<file path="src/rtl/fsram_pingpong_sched_if.sv">
// Control handshake bundle for the fsram ping-pong scheduler.
// Carries layer start, writer/reader valid-ready and layer status.
interface fsram_pingpong_sched_if #(
  parameter int TILE_CNT_W = 8
);
  logic                  start;
  logic [TILE_CNT_W-1:0] num_tiles;
  logic                  wr_valid;
  logic                  wr_ready;
  logic                  rd_valid;
  logic                  rd_ready;
  logic                  busy;
  logic                  done;

  modport master (
    output start, num_tiles,
    output wr_valid, rd_valid,
    input  wr_ready, rd_ready,
    input  busy, done
  );

  modport slave (
    input  start, num_tiles,
    input  wr_valid, rd_valid,
    output wr_ready, rd_ready,
    output busy, done
  );
endinterface

</file>
<file path="src/rtl/fsram_pingpong_sched.sv">
// Ping-pong scheduler for the two feature SRAM banks (fill on A, feed on B).
// Optional stall counters are built when SCHED_PERF_CNT_EN is defined.
module fsram_pingpong_sched #(
  parameter int ADDR_W     = 11,
  parameter int TILE_DEPTH = 1024,
  parameter int TILE_CNT_W = 8
) (
  input  logic              clk,
  input  logic              rst_n,
  fsram_pingpong_sched_if.slave ctl,
  output logic              CENA_1,
  output logic              WENA_1,
  output logic [ADDR_W-1:0] AA_1,
  output logic              CENB_1,
  output logic [ADDR_W-1:0] AB_1,
  output logic              CENA_2,
  output logic              WENA_2,
  output logic [ADDR_W-1:0] AA_2,
  output logic              CENB_2,
  output logic [ADDR_W-1:0] AB_2,
  output logic              sram_sel1,
  output logic              sram_sel2,
  output logic              rd_data_valid,
  output logic [15:0]       wr_stall_cnt,
  output logic [15:0]       rd_stall_cnt
);

  typedef enum logic [1:0] {
    S_IDLE, S_RUN, S_DONE
  } top_t;

  typedef enum logic [1:0] {
    B_EMPTY, B_FILLING, B_FULL, B_DRAINING
  } bank_t;

  localparam logic [ADDR_W-1:0] LAST =
    ADDR_W'(TILE_DEPTH - 1);
  localparam logic [TILE_CNT_W-1:0] ONE_T =
    TILE_CNT_W'(1);
  localparam logic [ADDR_W-1:0] ONE_A =
    ADDR_W'(1);

  top_t                  state;
  bank_t                 bank [2];
  logic                  wr_ptr;
  logic                  rd_ptr;
  logic [ADDR_W-1:0]     wr_addr;
  logic [ADDR_W-1:0]     rd_addr;
  logic [TILE_CNT_W-1:0] wr_left;
  logic [TILE_CNT_W-1:0] rd_left;

  logic  run;
  logic  go;
  bank_t wbk;
  bank_t rbk;
  logic  wr_ok;
  logic  rd_ok;
  logic  wr_fire;
  logic  rd_fire;
  logic  wr_last;
  logic  rd_last;

  assign run   = (state == S_RUN);
  assign go    = (state == S_IDLE) && ctl.start
              && (ctl.num_tiles != '0);
  assign wbk   = bank[wr_ptr];
  assign rbk   = bank[rd_ptr];
  // Bank states are mutually exclusive, so the two ports never meet.
  assign wr_ok = run && (wr_left != '0)
              && (wbk == B_EMPTY || wbk == B_FILLING);
  assign rd_ok = run
              && (rbk == B_FULL || rbk == B_DRAINING);

  assign wr_fire = ctl.wr_valid && wr_ok;
  assign rd_fire = ctl.rd_valid && rd_ok;
  assign wr_last = wr_fire && (wr_addr == LAST);
  assign rd_last = rd_fire && (rd_addr == LAST);

  assign ctl.wr_ready = wr_ok;
  assign ctl.rd_ready = rd_ok;
  assign ctl.busy     = run;
  assign ctl.done     = (state == S_DONE);

  assign CENA_1 = ~(wr_fire & ~wr_ptr);
  assign WENA_1 = ~(wr_fire & ~wr_ptr);
  assign AA_1   = wr_ptr ? '0 : wr_addr;
  assign CENA_2 = ~(wr_fire & wr_ptr);
  assign WENA_2 = ~(wr_fire & wr_ptr);
  assign AA_2   = wr_ptr ? wr_addr : '0;

  assign CENB_1 = ~(rd_fire & ~rd_ptr);
  assign AB_1   = rd_ptr ? '0 : rd_addr;
  assign CENB_2 = ~(rd_fire & rd_ptr);
  assign AB_2   = rd_ptr ? rd_addr : '0;

  always_ff @(posedge clk or negedge rst_n) begin
    if (!rst_n) begin
      state         <= S_IDLE;
      bank[0]       <= B_EMPTY;
      bank[1]       <= B_EMPTY;
      wr_ptr        <= 1'b0;
      rd_ptr        <= 1'b0;
      wr_addr       <= '0;
      rd_addr       <= '0;
      wr_left       <= '0;
      rd_left       <= '0;
      rd_data_valid <= 1'b0;
      sram_sel1     <= 1'b0;
      sram_sel2     <= 1'b0;
    end else begin
      // QB arrives one cycle after the read; align the select with it.
      rd_data_valid <= rd_fire;
      sram_sel1     <= rd_fire & ~rd_ptr;
      sram_sel2     <= rd_fire & rd_ptr;

      unique case (state)
        S_IDLE: begin
          if (go) begin
            state   <= S_RUN;
            wr_left <= ctl.num_tiles;
            rd_left <= ctl.num_tiles;
            wr_ptr  <= 1'b0;
            rd_ptr  <= 1'b0;
            wr_addr <= '0;
            rd_addr <= '0;
          end
        end
        S_RUN: begin
          if (rd_last && rd_left == ONE_T)
            state <= S_DONE;
        end
        default: state <= S_IDLE;
      endcase

      if (wr_fire) begin
        if (wr_last) begin
          bank[wr_ptr] <= B_FULL;
          wr_addr      <= '0;
          wr_ptr       <= ~wr_ptr;
          wr_left      <= wr_left - ONE_T;
        end else begin
          bank[wr_ptr] <= B_FILLING;
          wr_addr      <= wr_addr + ONE_A;
        end
      end

      if (rd_fire) begin
        if (rd_last) begin
          bank[rd_ptr] <= B_EMPTY;
          rd_addr      <= '0;
          rd_ptr       <= ~rd_ptr;
          rd_left      <= rd_left - ONE_T;
        end else begin
          bank[rd_ptr] <= B_DRAINING;
          rd_addr      <= rd_addr + ONE_A;
        end
      end
    end
  end

`ifdef SCHED_PERF_CNT_EN
  logic [15:0] wsc;
  logic [15:0] rsc;

  always_ff @(posedge clk or negedge rst_n) begin
    if (!rst_n) begin
      wsc <= '0;
      rsc <= '0;
    end else if (go) begin
      wsc <= '0;
      rsc <= '0;
    end else begin
      if (run && ctl.wr_valid && !wr_ok
          && wsc != 16'hFFFF)
        wsc <= wsc + 16'd1;
      if (run && ctl.rd_valid && !rd_ok
          && rsc != 16'hFFFF)
        rsc <= rsc + 16'd1;
    end
  end

  assign wr_stall_cnt = wsc;
  assign rd_stall_cnt = rsc;
`else
  assign wr_stall_cnt = '0;
  assign rd_stall_cnt = '0;
`endif

endmodule
</file>
<file path="src/flat_wrapper.sv">
// flat-port wrapper written by rule: the top's interface ports become plain ports
module fsram_pingpong_sched_flat 
#(
  parameter int ADDR_W     = 11,
  parameter int TILE_DEPTH = 1024,
  parameter int TILE_CNT_W = 8
)
  (clk, rst_n, CENA_1, WENA_1, AA_1, CENB_1, AB_1, CENA_2, WENA_2, AA_2, CENB_2, AB_2, sram_sel1, sram_sel2, rd_data_valid, wr_stall_cnt, rd_stall_cnt, ctl_start, ctl_num_tiles, ctl_wr_valid, ctl_rd_valid, ctl_wr_ready, ctl_rd_ready, ctl_busy, ctl_done);
  fsram_pingpong_sched_if #(.TILE_CNT_W(TILE_CNT_W)) ctl_i ();
  input  logic clk;
  input  logic rst_n;
  output logic CENA_1;
  output logic WENA_1;
  output logic [ADDR_W-1:0] AA_1;
  output logic CENB_1;
  output logic [ADDR_W-1:0] AB_1;
  output logic CENA_2;
  output logic WENA_2;
  output logic [ADDR_W-1:0] AA_2;
  output logic CENB_2;
  output logic [ADDR_W-1:0] AB_2;
  output logic sram_sel1;
  output logic sram_sel2;
  output logic rd_data_valid;
  output logic [15:0] wr_stall_cnt;
  output logic [15:0] rd_stall_cnt;
  input wire logic [$bits(ctl_i.start)-1:0] ctl_start;
  input wire logic [$bits(ctl_i.num_tiles)-1:0] ctl_num_tiles;
  input wire logic [$bits(ctl_i.wr_valid)-1:0] ctl_wr_valid;
  input wire logic [$bits(ctl_i.rd_valid)-1:0] ctl_rd_valid;
  output wire logic [$bits(ctl_i.wr_ready)-1:0] ctl_wr_ready;
  output wire logic [$bits(ctl_i.rd_ready)-1:0] ctl_rd_ready;
  output wire logic [$bits(ctl_i.busy)-1:0] ctl_busy;
  output wire logic [$bits(ctl_i.done)-1:0] ctl_done;
  assign ctl_i.start = ctl_start;
  assign ctl_i.num_tiles = ctl_num_tiles;
  assign ctl_i.wr_valid = ctl_wr_valid;
  assign ctl_i.rd_valid = ctl_rd_valid;
  assign ctl_wr_ready = ctl_i.wr_ready;
  assign ctl_rd_ready = ctl_i.rd_ready;
  assign ctl_busy = ctl_i.busy;
  assign ctl_done = ctl_i.done;
  fsram_pingpong_sched #(.ADDR_W(ADDR_W), .TILE_DEPTH(TILE_DEPTH), .TILE_CNT_W(TILE_CNT_W)) u_core (.clk(clk), .rst_n(rst_n), .ctl(ctl_i), .CENA_1(CENA_1), .WENA_1(WENA_1), .AA_1(AA_1), .CENB_1(CENB_1), .AB_1(AB_1), .CENA_2(CENA_2), .WENA_2(WENA_2), .AA_2(AA_2), .CENB_2(CENB_2), .AB_2(AB_2), .sram_sel1(sram_sel1), .sram_sel2(sram_sel2), .rd_data_valid(rd_data_valid), .wr_stall_cnt(wr_stall_cnt), .rd_stall_cnt(rd_stall_cnt));
endmodule
</file>
<file path="config.mk">
export PLATFORM = sky130hd
export DESIGN_NAME = fsram_pingpong_sched_flat
export DESIGN_NICKNAME = d
export VERILOG_FILES = /design/src/rtl/fsram_pingpong_sched_if.sv /design/src/rtl/fsram_pingpong_sched.sv /design/src/flat_wrapper.sv
export SDC_FILE = /design/constraint.sdc
export NUM_CORES = 1
export LEC_CHECK = 0
export ABC_AREA = 1
export CAP_MARGIN = 10
export CORE_MARGIN = 2
export CORE_UTILIZATION = 51
export DETAILED_ROUTE_END_ITERATION = 10
export PLACE_DENSITY = 0.86
export SYNTH_ARGS = -nofsm -noshare
export SYNTH_HDL_FRONTEND = slang
export SYNTH_SLANG_ARGS = --single-unit
</file>
<file path="constraint.sdc">
create_clock -name clk -period 3.7 [get_ports clk]
set_clock_uncertainty 0.15 [all_clocks]
set_input_delay 0.925 -clock clk [delete_from_list [all_inputs] [get_ports clk]]
set_output_delay 0.925 -clock clk [all_outputs]
set_load 0.1 [all_outputs]
</file>
==> results.cfg <==
[critical_path]
critPathKind = in2out
cp_max_fo = 8
end_kind = primary output
critPathBufInv = 3
path_cells = clkdlybuf4s50_1 > nand2_8 > clkinv_2 > nand2_1 > buf_12
cp.arrival_ps = 2150
r2r-end = u_core.rd_left[5]
worstPathRequired_ps = 2620
critPathMaxStageDelay_ps = 540
start_kind = input pin
cp_slowest_cell = clkdlybuf4s50_1
path_delay_family = buffers and inverters
r2r_cells = 7
rrSetupSlack_ps = 1260
r2r-start = u_core.rd_ptr

[synthesis]
muxShareOfSynthArea_pct = 0
syn_area_per_cell_sq_um = 6.78
synth_top_family_by_area = simple AND/OR/NAND/NOR gates
synth_top_area_share_pct = 35.1
ys_ff_latch = 47
yosysSeqAreaShare_pct = 35.1
async_flop_share_pct = 100
syn_inst = 494
synthFlopType = dfrtp_1
synthSimpleGateAreaFrac_pct = 34.6
yosysTopAreaCell = dfrtp_1
synth.distinct_cells = 32
synth_edf_count = 0
synthXorXnorAreaFrac_pct = 4.71
synth.yosys.warnings = 0
synth_compound_area_share_pct = 5.08
ys_top_cells_by_area = dfrtp_1, nand2_1, inv_1
synth_fa_ha_area_share_pct = 2.24
syn_area_sq_mm = 0.00335

[finish]
multiInputGateArea_sq_mm = 0.00168
syn2layout_area_growth_pct = 20.3
fill_cells = 558
n_antenna_cell = 0
nets = 579
drive_above_1_share_pct = 15.3
final-seq-area_sq_mm = 0.00118

[timing]
whs_ps = 412
max_slew_margin_pct = 31.9
hold_viol = 0
worst_pin_slew_ps = 1020
finalWorstSetupSlack_ps = 478
fin_crit_sh_pct = 87.1
fmax_ghz = 0.310
min_period_ps = 3220
setup_viol = 0
rsz0062_at_grt = no
drv_slew = 0

[job]
max_cap_violations = 0

[clocking]
cts_root_buf = clkbuf_8
cts_buffer_depth = 2
clkLatencyLatePin_ps = 310
cts_tree = built
h-tree-depth = 2
cts_buffers = 5
ctsResizeCount = 0
postCtsSetupRepairBufs = 0
postCtsHoldBufs = 0
path_clk_slew_ps = 90
clkSinkCount = 47

[die]
die_h_microns = 85.1
core_sq_mm = 0.00635
num_rows = 29
dieArea_sq_mm = 0.00723
start_util_pct = 52.8
num_io_pins = 102
dieWidth_microns = 85.1

[power]
p_leak_uw = 0.00236
irDropWorstVdd_uv = 482
total_power_uw = 2180
combPwrFrac_pct = 46.5
pwr-share-clk_pct = 20.5
netSwitchingFraction_pct = 48.5
power_density_mw_per_mm2 = 541
power_frac_seq_pct = 33.1
p_int_uw = 1120
switching_power_uw = 1060

[global_routing]
antenna_found_initial = 0
grt_pass1_vias = 2957
grt_overflow = 0
grt_max_degree = 48
grt_pass1_wl_microns = 13500
gr-usage-all-layers_pct = 22.8

[worst_hold_path]
min_to = u_core.wr_addr[5]
hold_class = reg2reg
worst_hold_startpoint = u_core.wr_addr[5]
hold_depth = 2

[placement]
port_buffers = 69
place_ws_ps = 487
gp_congestion = 0.919
hpwl_microns = 5890

[detailed_routing]
via_per_inst = 4.95
drc = 0
ant_nets = 0
vias = 3155
totalWireLength_microns = 7830
drtIter0Drc = 194
wl_per_cell_microns = 12.3
firstDrtPassIters = 5

[run_status]
status = complete, no violations
[how the worst max path moves through the flow]
stage                  end            start  cells after the start  slack, ps
CTS                 WENA_1     ctl_wr_valid                      5        480
detailed placement  WENA_1     ctl_wr_valid                      5        490
global route        CENB_1    u_core.rd_ptr                      6        240
finish              WENA_1     ctl_wr_valid                      5        480
global placement    CENB_1     ctl_rd_valid                      5        510
floorplan           WENA_1  u_core.state[1]                      7       -240
[cell usage in the layout, fill, tap and decap left out, drive strengths merged]
cell	synthesis	final
nand2	167	167
inv	79	79
buf	41	61
nor2	60	60
dfrtp	47	47
conb	1	32
nand3	22	22
o21ai	18	18
xor2	14	14
nand4	12	12
clkdlybuf4s50	0	11
o22ai	9	9
ha	6	6
clkbuf	3	6
a21oi	4	4
xnor2	4	4
nor3	4	4
nor3b	2	2
bufinv	0	2
clkinv	1	1
[power groups by stage]
stage               clock (uW)  sequential (uW)  combinational (uW)
finish                     446              721                1010
global route               479              736                1100
CTS                        454              719                1020
detailed placement           0              728                1000
global placement             0              723                 986
floorplan                    0              715                 856
[routing by layer]
layer  track usage [%]  share of wire [%]  up-vias
met1              28.2                 43     1454
met2              39.1                 49      122
met3              4.77                6.4       14
li1                  -                  -     1565
met4              8.80                1.9        0
met5                 0                  0        -
[kinds of logic (layout without fill, tap and decap cells)]
kind of cell,count (synthesis),in the layout
xor gates and xnor gates,18,18
buffers and inverters,124,160
other,1,32
adders and majority gates,6,6
AOI/OAI and AO/OA,31,31
and+or+nand+nor,267,267
DFF,47,47
[Yosys cell counts (all sizes together) (6+ instances only)]
| cell | number |
|---|---|
| nand3 | 22 |
| nor2 | 60 |
| o22ai | 9 |
| nand4 | 12 |
| nand2 | 167 |
| buf | 41 |
| inv | 79 |
| dfrtp | 47 |
| xor2 | 14 |
| o21ai | 18 |
| ha | 6 |
[stage by stage]
| step | cell area (sq um) | std cells | TNS (ps) | util [%] |
|---|---|---|---|---|
| 6_report | 4030 | 638 | 0 | 63.5 |
| 5_1_grt | 4030 | 638 | 0 | 63.5 |
| 4_1_cts | 4030 | 638 | 0 | 63.5 |
| 3_5_place_dp | 3900 | 630 | 0 | 61.4 |
| 3_3_place_gp | 3900 | 630 | 0 | 61.4 |
| 2_1_floorplan | 3470 | 525 | -471 | - |
[layout make-up]
cell class	count	area share, %
timing repair buffer	72	15.9
clock inverter	2	1.49
tap	77	2.39
sequential	47	29.2
multi-input combinational	354	41.7
clock buffer	6	1.80
inverter	80	7.54
[tightest hold or removal path, cell delays in order, from the launching register on]
cell and delay, ps:
dfrtp_1 400, nand2_1 70, o21ai_1 60
[sequential cells by signal, indices dropped and copies added, names as in the netlist, 2 cells and up]
register / count
u_core.wr_addr: 11
u_core.rd_left: 8
u_core.wr_left: 8
u_core.bank: 2
u_core.rd_addr: 11
u_core.state: 2
No activity file was read; power rests on OpenSTA's default activity.
